===== config.mk =====
export PLATFORM = sky130hd
export DESIGN_NAME = output_port_arbiter
export DESIGN_NICKNAME = d
export VERILOG_FILES = /design/src/rtl/noc_pkg.sv /design/src/rtl/rr_arbiter.sv /design/src/rtl/output_port_arbiter.sv
export SDC_FILE = /design/constraint.sdc
export NUM_CORES = 1
export LEC_CHECK = 0
export CAP_MARGIN = 10
export CORE_MARGIN = 2
export CORE_UTILIZATION = 39
export DETAILED_ROUTE_END_ITERATION = 6
export PLACE_DENSITY = 0.88
export SLEW_MARGIN = 20
export SYNTH_ARGS = -nofsm -noshare
export SYNTH_HDL_FRONTEND = slang
export SYNTH_SLANG_ARGS = --single-unit

===== constraint.sdc =====
create_clock -name clk -period 6.65 [get_ports clk]
set_clock_uncertainty 0.15 [all_clocks]
set_input_delay 1.33 -clock clk [delete_from_list [all_inputs] [get_ports clk]]
set_output_delay 1.33 -clock clk [all_outputs]
set_load 0.01 [all_outputs]

===== src/rtl/noc_pkg.sv =====
// Shared mesh-router definitions: flit type codes, port indices and the
// output arbiter FSM state type.
package noc_pkg;

  localparam int FLIT_W = 32;

  localparam logic [1:0] FLIT_HDR    = 2'b00;
  localparam logic [1:0] FLIT_SINGLE = 2'b01;
  localparam logic [1:0] FLIT_BODY   = 2'b10;
  localparam logic [1:0] FLIT_TAIL   = 2'b11;

  localparam int LOCAL = 0;
  localparam int NORTH = 1;
  localparam int SOUTH = 2;
  localparam int EAST  = 3;
  localparam int WEST  = 4;

  typedef enum logic {
    ST_IDLE,
    ST_LOCKED
  } arb_state_e;

  function automatic logic isPacketStart(input logic [1:0] flitType);
    return (flitType == FLIT_HDR) || (flitType == FLIT_SINGLE);
  endfunction

endpackage


===== src/rtl/rr_arbiter.sv =====
// Combinational round-robin picker: grants the first requester at or after
// ptr, wrapping at N_IN. The pointer register belongs to the caller.
module rr_arbiter #(
  parameter int N_IN  = 5,
  parameter int PTR_W = 3
) (
  input  logic [N_IN-1:0]  req,
  input  logic [PTR_W-1:0] ptr,
  output logic [N_IN-1:0]  gnt
);

  logic found;
  int   idx;

  always_comb begin
    gnt   = '0;
    found = 1'b0;
    idx   = 0;
    for (int k = 0; k < N_IN; k++) begin
      idx = (int'(ptr) + k) % N_IN;
      if (!found && req[idx]) begin
        gnt[idx] = 1'b1;
        found    = 1'b1;
      end
    end
  end

endmodule


===== src/rtl/output_port_arbiter.sv =====
// Per-output wormhole switch allocator: round-robin grant per packet, lock
// from header to tail, and forward flits only when the downstream FIFO has room.
module output_port_arbiter #(
  parameter int FLIT_W = noc_pkg::FLIT_W,
  parameter int N_IN   = 5,
  parameter int DEPTH  = 4,
  parameter int CNT_W  = 3
) (
  input  logic                     clk,
  input  logic                     reset,
  input  logic                     enable,
  input  logic [N_IN-1:0]          req_valid,
  input  logic [N_IN*FLIT_W-1:0]   req_flit,
  output logic [N_IN-1:0]          pop,
  input  logic [CNT_W-1:0]         count_in,
  output logic [FLIT_W-1:0]        flit_out,
  output logic                     push_out,
  output logic [N_IN-1:0]          grant,
  output logic                     busy,
  output logic                     protocol_err
);

  import noc_pkg::*;

  localparam int PTR_W = (N_IN > 1) ? $clog2(N_IN) : 1;

  arb_state_e        state_q;
  logic [N_IN-1:0]   grant_q;
  logic [PTR_W-1:0]  rrPtr_q;
  logic [PTR_W-1:0]  rrPtr_d;
  logic [FLIT_W-1:0] flitOut_q;
  logic              push_q;
  logic              err_q;

  logic [N_IN-1:0]   eligible;
  logic [N_IN-1:0]   rrGnt;
  logic              space;
  logic              ownerValid;
  logic              ownerStart;
  logic              errSet;
  logic              accValid;
  logic [FLIT_W-1:0] accFlit;
  logic [1:0]        accType;
  logic [PTR_W-1:0]  accIdx;

  // A head flit can only start a packet if it is a header or single flit.
  always_comb begin
    eligible = '0;
    for (int i = 0; i < N_IN; i++) begin
      eligible[i] = req_valid[i] && isPacketStart(req_flit[i*FLIT_W + FLIT_W-2 +: 2]);
    end
  end

  rr_arbiter #(
    .N_IN  (N_IN),
    .PTR_W (PTR_W)
  ) u_rr (
    .req (eligible),
    .ptr (rrPtr_q),
    .gnt (rrGnt)
  );

  // The push already in flight is not yet reflected in count_in.
  assign space = (({1'b0, count_in} + (CNT_W+1)'(push_q)) < (CNT_W+1)'(DEPTH));

  assign ownerValid = |(req_valid & grant_q);
  assign ownerStart = |(eligible & grant_q);

  always_comb begin
    pop    = '0;
    errSet = 1'b0;
    if (!reset && enable) begin
      if (state_q == ST_IDLE) begin
        errSet = |(req_valid & ~eligible);
        if (space) pop = rrGnt;
      end else begin
        if (ownerStart) errSet = 1'b1;
        else if (ownerValid && space) pop = grant_q;
      end
    end
  end

  always_comb begin
    accFlit = '0;
    accIdx  = '0;
    for (int i = 0; i < N_IN; i++) begin
      if (pop[i]) begin
        accFlit = req_flit[i*FLIT_W +: FLIT_W];
        accIdx  = PTR_W'(i);
      end
    end
  end

  assign accValid = |pop;
  assign accType  = accFlit[FLIT_W-1 -: 2];
  assign rrPtr_d  = (accIdx == PTR_W'(N_IN-1)) ? '0 : accIdx + 1'b1;

  // Single FSM process; enable=0 leaves pop at zero so nothing below moves
  // except push_q dropping after the last in-flight push.
  always_ff @(posedge clk) begin
    if (reset) begin
      state_q   <= ST_IDLE;
      grant_q   <= '0;
      rrPtr_q   <= '0;
      flitOut_q <= '0;
      push_q    <= 1'b0;
      err_q     <= 1'b0;
    end else begin
      push_q <= accValid;
      if (accValid) flitOut_q <= accFlit;
      if (errSet) err_q <= 1'b1;
      case (state_q)
        ST_IDLE: begin
          if (accValid) begin
            rrPtr_q <= rrPtr_d;
            if (accType == FLIT_HDR) begin
              state_q <= ST_LOCKED;
              grant_q <= pop;
            end
          end
        end
        ST_LOCKED: begin
          if (accValid && accType == FLIT_TAIL) begin
            state_q <= ST_IDLE;
            grant_q <= '0;
          end
        end
        default: begin
          state_q <= ST_IDLE;
          grant_q <= '0;
        end
      endcase
    end
  end

  assign flit_out     = flitOut_q;
  assign push_out     = push_q;
  assign grant        = grant_q;
  assign busy         = (state_q == ST_LOCKED);
  assign protocol_err = err_q;

endmodule


After elaboration in Yosys (flattened, before gate mapping)

Cells that the tools add are included.

Add/sub/neg operators: 6
Divide/modulo/power cells: 5
Order comparisons: 11
Eq/ne operators: 10
Multiplexer cells: 60
Bitwise operators: 9
Reduce and logical (&&, ||, !) cells: 39

Operator list:

| operator                                                                      | count |
|---|---|
| 32-bit by 1-bit >= comparator with 1-bit output, second input constant        | 5 |
| 32-bit by 5-bit less-than comparator with 1-bit output, second input constant | 5 |
| 32-bit 2-to-1 mux                                                             | 5 |
| 32-bit by 4-bit modulo with 32-bit output, second input constant              | 4 |
| 5-bit 2-to-1 mux                                                              | 13 |
| 4-bit by 4-bit modulo with 32-bit output, second input constant               | 1 |
| 1-bit 2-to-1 mux                                                              | 26 |
| 5-bit OR                                                                      | 4 |
| 5-bit OR reduction                                                            | 4 |
| 1-bit logical AND                                                             | 17 |
| 5-bit bitwise AND                                                             | 3 |
| 1-bit binary-select mux with 3-bit select                                     | 5 |
| 1-bit demux with 3-bit select                                                 | 5 |
| 2-bit zero test                                                               | 6 |
| 3-bit 2-to-1 mux                                                              | 4 |
| 2-bit by 1-bit == test with 1-bit output, second input constant               | 5 |
| 5-bit one-hot mux with 2 select lines                                         | 1 |
| 3-bit by 2-bit adder with 4-bit output, second input constant                 | 2 |
| 1-bit zero test                                                               | 5 |
| 1-bit logical OR                                                              | 5 |
| 5-bit NOT                                                                     | 1 |
| 3-bit by 1-bit adder with 4-bit output                                        | 1 |
| 3-bit by 1-bit adder with 4-bit output, second input constant                 | 1 |
| 3-bit by 3-bit adder with 4-bit output, second input constant                 | 1 |
| other kinds (10)                                                              | 11 |

Register bits after elaboration: 43
Bits of input ports: 171
Output and inout bits: 45

Logic depth before layout (Yosys ltp)

Gate-level depths: netlist of the first run.

Word-level depth: 31
Gate-level depth with buffers: 26
Gate-level depth less buffers: 23

By module

From an unflattened synthesis of the first run, not the netlist that was laid out.

Cells, all modules: 667
Area, all modules: 5257.5 um2

Modules (own cells, without submodules):

| module              | times used | cells each | area each (um2) | sequential area each (um2) |
|---|---|---|---|---|
| output_port_arbiter | 1          | 335        | 2793.9          | 860.8 |
| rr_arbiter          | 1          | 332        | 2463.6          | 0.0 |

Least setup slack after synthesis of the first run

No wires, ideal clock.

Path type: register to output
Start: register rrPtr_q[0]
End: output pop[2]
Arrival: 5.602 ns
Data required time: 5.170 ns
Path slack: -0.432 ns
Cell stages (with the launch flop): 23
Path through: dfxtp_1 clkinv_1 clkbuf_1 ha_1 clkbuf_1 inv_1 ha_1 inv_1 ha_1 nor3_1 nor2_1 xnor2_1 ha_1 nor2_1 a22o_1 o211ai_2 nor3_1 a2111oi_0 o2111ai_1 a211oi_1 and2_1 clkbuf_1 buf_1

Cells in the longest elaborated chain, start to end: 20
Elaborated cells between the ends (all ways): 73
Those cells by class: 4 x add/sub; 5 x div; 10 x order compare; 37 x mux; 4 x bitwise; 13 x reduce/logical

RTL lines:

| item                                                                                               | RTL line                   | source |
|---|---|---|
| from (decl)                                                                                        | output_port_arbiter.sv:29  | `logic [PTR_W-1:0] rrPtr_q;` |
| from (signal assigned)                                                                             | output_port_arbiter.sv:115 | `rrPtr_q <= rrPtr_d;` |
| parallel branches: the longest is 16 deep, another holds 32-bit by 4-bit modulo with 32-bit output | -                          |  |
| 5-bit 2-to-1 mux *                                                                                 | rr_arbiter.sv:21           | `if (!found && req[idx]) begin` |
| 5-bit 2-to-1 mux *                                                                                 | output_port_arbiter.sv:75  | `if (space) pop = rrGnt;` |
| 5-bit 2-to-1 mux *                                                                                 | output_port_arbiter.sv:73  | `if (state_q == ST_IDLE) begin` |
| 5-bit 2-to-1 mux *                                                                                 | output_port_arbiter.sv:72  | `if (!reset && enable) begin` |
| to (decl)                                                                                          | output_port_arbiter.sv:14  | `output logic [N_IN-1:0] pop,` |

Mark *: on every way between the ends. The select of a mux whose other input is x is not followed.

Worst setup path after layout of the first run

Start: register rrPtr_q[0]
End: output pop[1]

Same word-level chain as after synthesis.

==> results of run 1 <==
## state kept, by name, indices dropped and copies added, names as in the netlist
signal        cells
flit_out         32
grant             5
rrPtr_q           3
busy              1
protocol_err      1
push_out          1
## per-layer routing
| layer | share of wire | global-route usage |
|---|---|---|
| met5 | 0 | 0 |
| met1 | 0.39 | 0.383 |
| met4 | 0.024 | 0.0770 |
| met2 | 0.48 | 0.508 |
| met3 | 0.10 | 0.0779 |
## timing repair
action / CTS / global route
setup endpoints to repair: 0 / 5
resized for setup: 0 / 18
endpoints found under the hold margin: 0 / 0
setup buffers: 0 / 1
## path summary, 6_finish.rpt
path	end
hold reg to reg	flit_out[2]
setup / recovery	pop[1]
hold / removal	flit_out[2]
setup reg to reg	flit_out[13]
## power groups by stage
stage	Sequential [mW]	Combinational [mW]	Clock [mW]
floorplan	0.373	0.879	0
global placement	0.357	1.37	0
detailed placement	0.357	1.39	0
CTS	0.354	1.40	0.292
global route	0.361	1.57	0.302
finish	0.356	1.46	0.290
## layout make-up
| type | instances | area (sq um) | share of cell area |
|---|---|---|---|
| clock buffers | 5 | 125 | 0.0164 |
| repair buffers | 256 | 2460 | 0.323 |
| flip-flops and latches | 43 | 862 | 0.113 |
| clock inverters | 3 | 43.8 | 0.00573 |
| diodes | 2 | 5.00 | 0.000655 |
| inverters | 32 | 120 | 0.0157 |
| multi-input cells | 516 | 3810 | 0.499 |
| well taps | 168 | 210 | 0.0275 |
## stage by stage
step                area, sq um  std cells  setup WS, ns  hold slack [ns]  power [mW]
finish                     7640       1025         0.281            0.308        2.10
floorplan                  4890        634       0.00126            0.333        1.25
detailed placement         7370       1014         0.412            0.294        1.74
global route               7630       1023       0.00784            0.329        2.23
global placement           7370       1014         0.441            0.285        1.73
CTS                        7540       1022        0.0376            0.310        2.04
## worst max-delay path: cells and delay by family, from the launching register on
| family | cells | cell delay (ns) |
|---|---|---|
| buffers and inverters | 3 | 1.02 |
| DFF | 1 | 0.35 |
| and+or+nand+nor | 6 | 1.54 |
| adders and majority gates | 2 | 0.56 |
| AOI/OAI and AO/OA | 3 | 0.71 |
| xor gates and xnor gates | 2 | 0.40 |
## synthesized netlist by cell type (3+ instances only)
cell       number
dfxtp_1        43
o21ai_1         3
a22oi_1         5
or2_2           4
a21oi_1        27
nand3b_1        4
a31o_2          5
a211oi_1        6
o22ai_1        11
nor3_1         17
mux2i_1        10
nand2_1        35
o32ai_1         7
o21a_1         31
a31oi_1         9
clkbuf_1       27
a21oi_2         3
nor2b_1        11
o2111ai_1       4
xnor2_1         8
a2111oi_0       3
ha_1           29
nor4b_1         3
o31ai_1         6
or3_1           5
o21ai_0        26
nor3b_1         3
buf_2          11
and2_1          5
nand3_1        17
inv_1          29
nor4_1          6
a221o_1         4
a21o_1          4
nand4b_1        5
and3_1          8
a222oi_1       51
nand2b_1       12
nor2_1         62
and4_1          3
mux2_2          3
or4_1           3
o211ai_1        7
## cell families after synthesis
logic type,count (synthesis),share of synthesized area
AOI/OAI and AO/OA,248,0.404
xor gates and xnor gates,10,0.0195
adders and majority gates,30,0.0764
buffers and inverters,75,0.0636
DFF,43,0.176
muxes,14,0.0321
and+or+nand+nor,214,0.228
==> results by group, run 1 <==
Clock network
  • Clk buf depth: 2
  • Count of H-tree levels built during CTS: 2
  • Clock sink count: 43
  • Clk_lat worst skew: 0.29 ns
  • TritonCTS clock tree: done
  • Post-CTS Hold Fix Bufs: 0
  • Clock transition at the register clock pins on the worst setup and hold paths after CTS: 0.07 ns
  • Library cell used as clock root buffer: clkbuf_16
  • CTS buffer count: 5

Critical path
  • Startpoint Class: register
  • Reg2reg path depth: 23
  • Slowest cell on the critical path: clkdlybuf4s50_1
  • Kind of end point of the critical path: output pin
  • Largest fanout on the critical path: 36
  • Kind of critical path: reg -> out
  • Cell breakdown of the critical path: buf_6 > ha_1 > xor2_4 > inv_2 > ha_1 > or2_2 > o211ai_1 > and2_1 > xnor2_1 > o31a_1 > o311ai_4 > or2b_4 > nor4_2 > nor2_1 > nor2_1 > clkdlybuf4s50_1
  • CP startpoint: rrPtr_q[0]
  • Worst path max stage delay: 0.59 ns
  • Crit path arrival time: 4.89 ns
  • RR Startpoint: rrPtr_q[1]
  • Required time of the critical path: 5.17 ns
  • Slack of the worst reg-to-reg path: 0.81 ns

Place
  • Global placer's final weighted congestion: 1.05
  • Port Buffers: 215
  • Final HPWL DP: 16,900 um

Routing
  • Antenna-violating nets left: 0
  • Aggregate routed wire length: 21,500 um
  • Number of DRC markers after the initial detailed-route iteration: 611
  • Number of detailed-routing iterations run before antenna repair: 6
  • DRC violations left: 0
  • Routed wirelength normalized by instance count: 21.0 um
  • Vias after detailed routing: 6,419
  • DR vias/cell: 6.26

Global route
  • Total track usage: 0.301
  • Antenna violations before repair: 1
  • Sum of overflow across all layers after global routing: 0
  • First-pass GRT wire length: 31,500 um
  • Pin count of the biggest net entering global routing: 37
  • Vias in the first global route: 5,948

Power and ir drop
  • Switching share of power: 0.451
  • Internal power: 1.15 mW
  • Combinational cell fraction of total power: 0.693
  • Power share of the sequential group: 0.169
  • Clk pwr share: 0.138
  • Pwr per Cell Area: 275 mW/mm^2
  • Switching power of the nets: 0.948 mW
  • Leakage power: 2.84 nW
  • Maximum vdd ir drop: 0.000123 V

Floorplanning
  • Number of primary I/O pins: 216
  • Site Rows: 40
  • Die X: 116 um
  • Die Y: 116 um
  • Die outline area: 0.0134 sq mm
  • Area of the core: 0.0121 sq mm
  • Initial standard-cell utilization of the core: 0.403

Run
  • MaxCap Viol Count: 0

STA
  • Achievable clock frequency: 157 MHz
  • Final setup violating endpoints: 0
  • Worst slew pin tran: 0.822 ns
  • Unrepaired setup endpoints after global routing: no
  • Fin crit share: 0.958
  • Slew margin rel.: 0.438
  • Fin Setup TNS: 0 ns
  • Shortest period the worst path allows: 6.37 ns
  • Final number of hold-violating endpoints: 0
  • Max Slew Vio Count: 0

Layout
  • Nets: 1,054
  • Most used cells in the layout excluding fill and tap cells: clkdlybuf4s50_1, nor2_1, a222oi_1, dfxtp_1, buf_4
  • Proportion of layout cells with a drive suffix above 1: 0.113
  • Leading cell type in the layout, fill and taps excluded: clkdlybuf4s50_1
  • Synthesis-to-layout area growth: 56.5%
  • Number of fillers in the final layout: 1,084
  • Final core utilization: 0.631

Synth
  • Count of flip-flops with a built-in enable after synthesis: 0
  • Post-synth top area share: 0.176
  • Share of synthesized registers carrying an async set or reset: 0
  • Synth Area per Inst: 7.70 sq um
  • Synthesized netlist net count: 834
  • Biggest area consumer among synthesized cells: dfxtp_1
  • Commonest register cell after synthesis: dfxtp_1
  • Synthesized flop and latch total: 43
  • Netlist area before placement: 0.00488 sq mm
  • Yosys warns: 0
  • Area contributors post-synth: dfxtp_1, a222oi_1, ha_1
  • Sequential element share of the synthesized area: 0.176
  • Number of different library cells in the post-synthesis netlist: 87
  • Cell count after synthesis: 634

Min path
  • Hold path start: flit_out[2]
  • Min-delay worst type: reg -> reg
  • Number of instances on the worst hold path: 2

Outcome
  • Status: finished, final reports clean
No activity file was read; power rests on OpenSTA's default activity.
==> inputs of run 2 (changes only) <==
Settings changed: ABC_CLOCK_PERIOD_IN_PS set to 6650.
==> results of run 2 <==
Same layout as run 1: the final DEF is identical, and so are final timing and power.
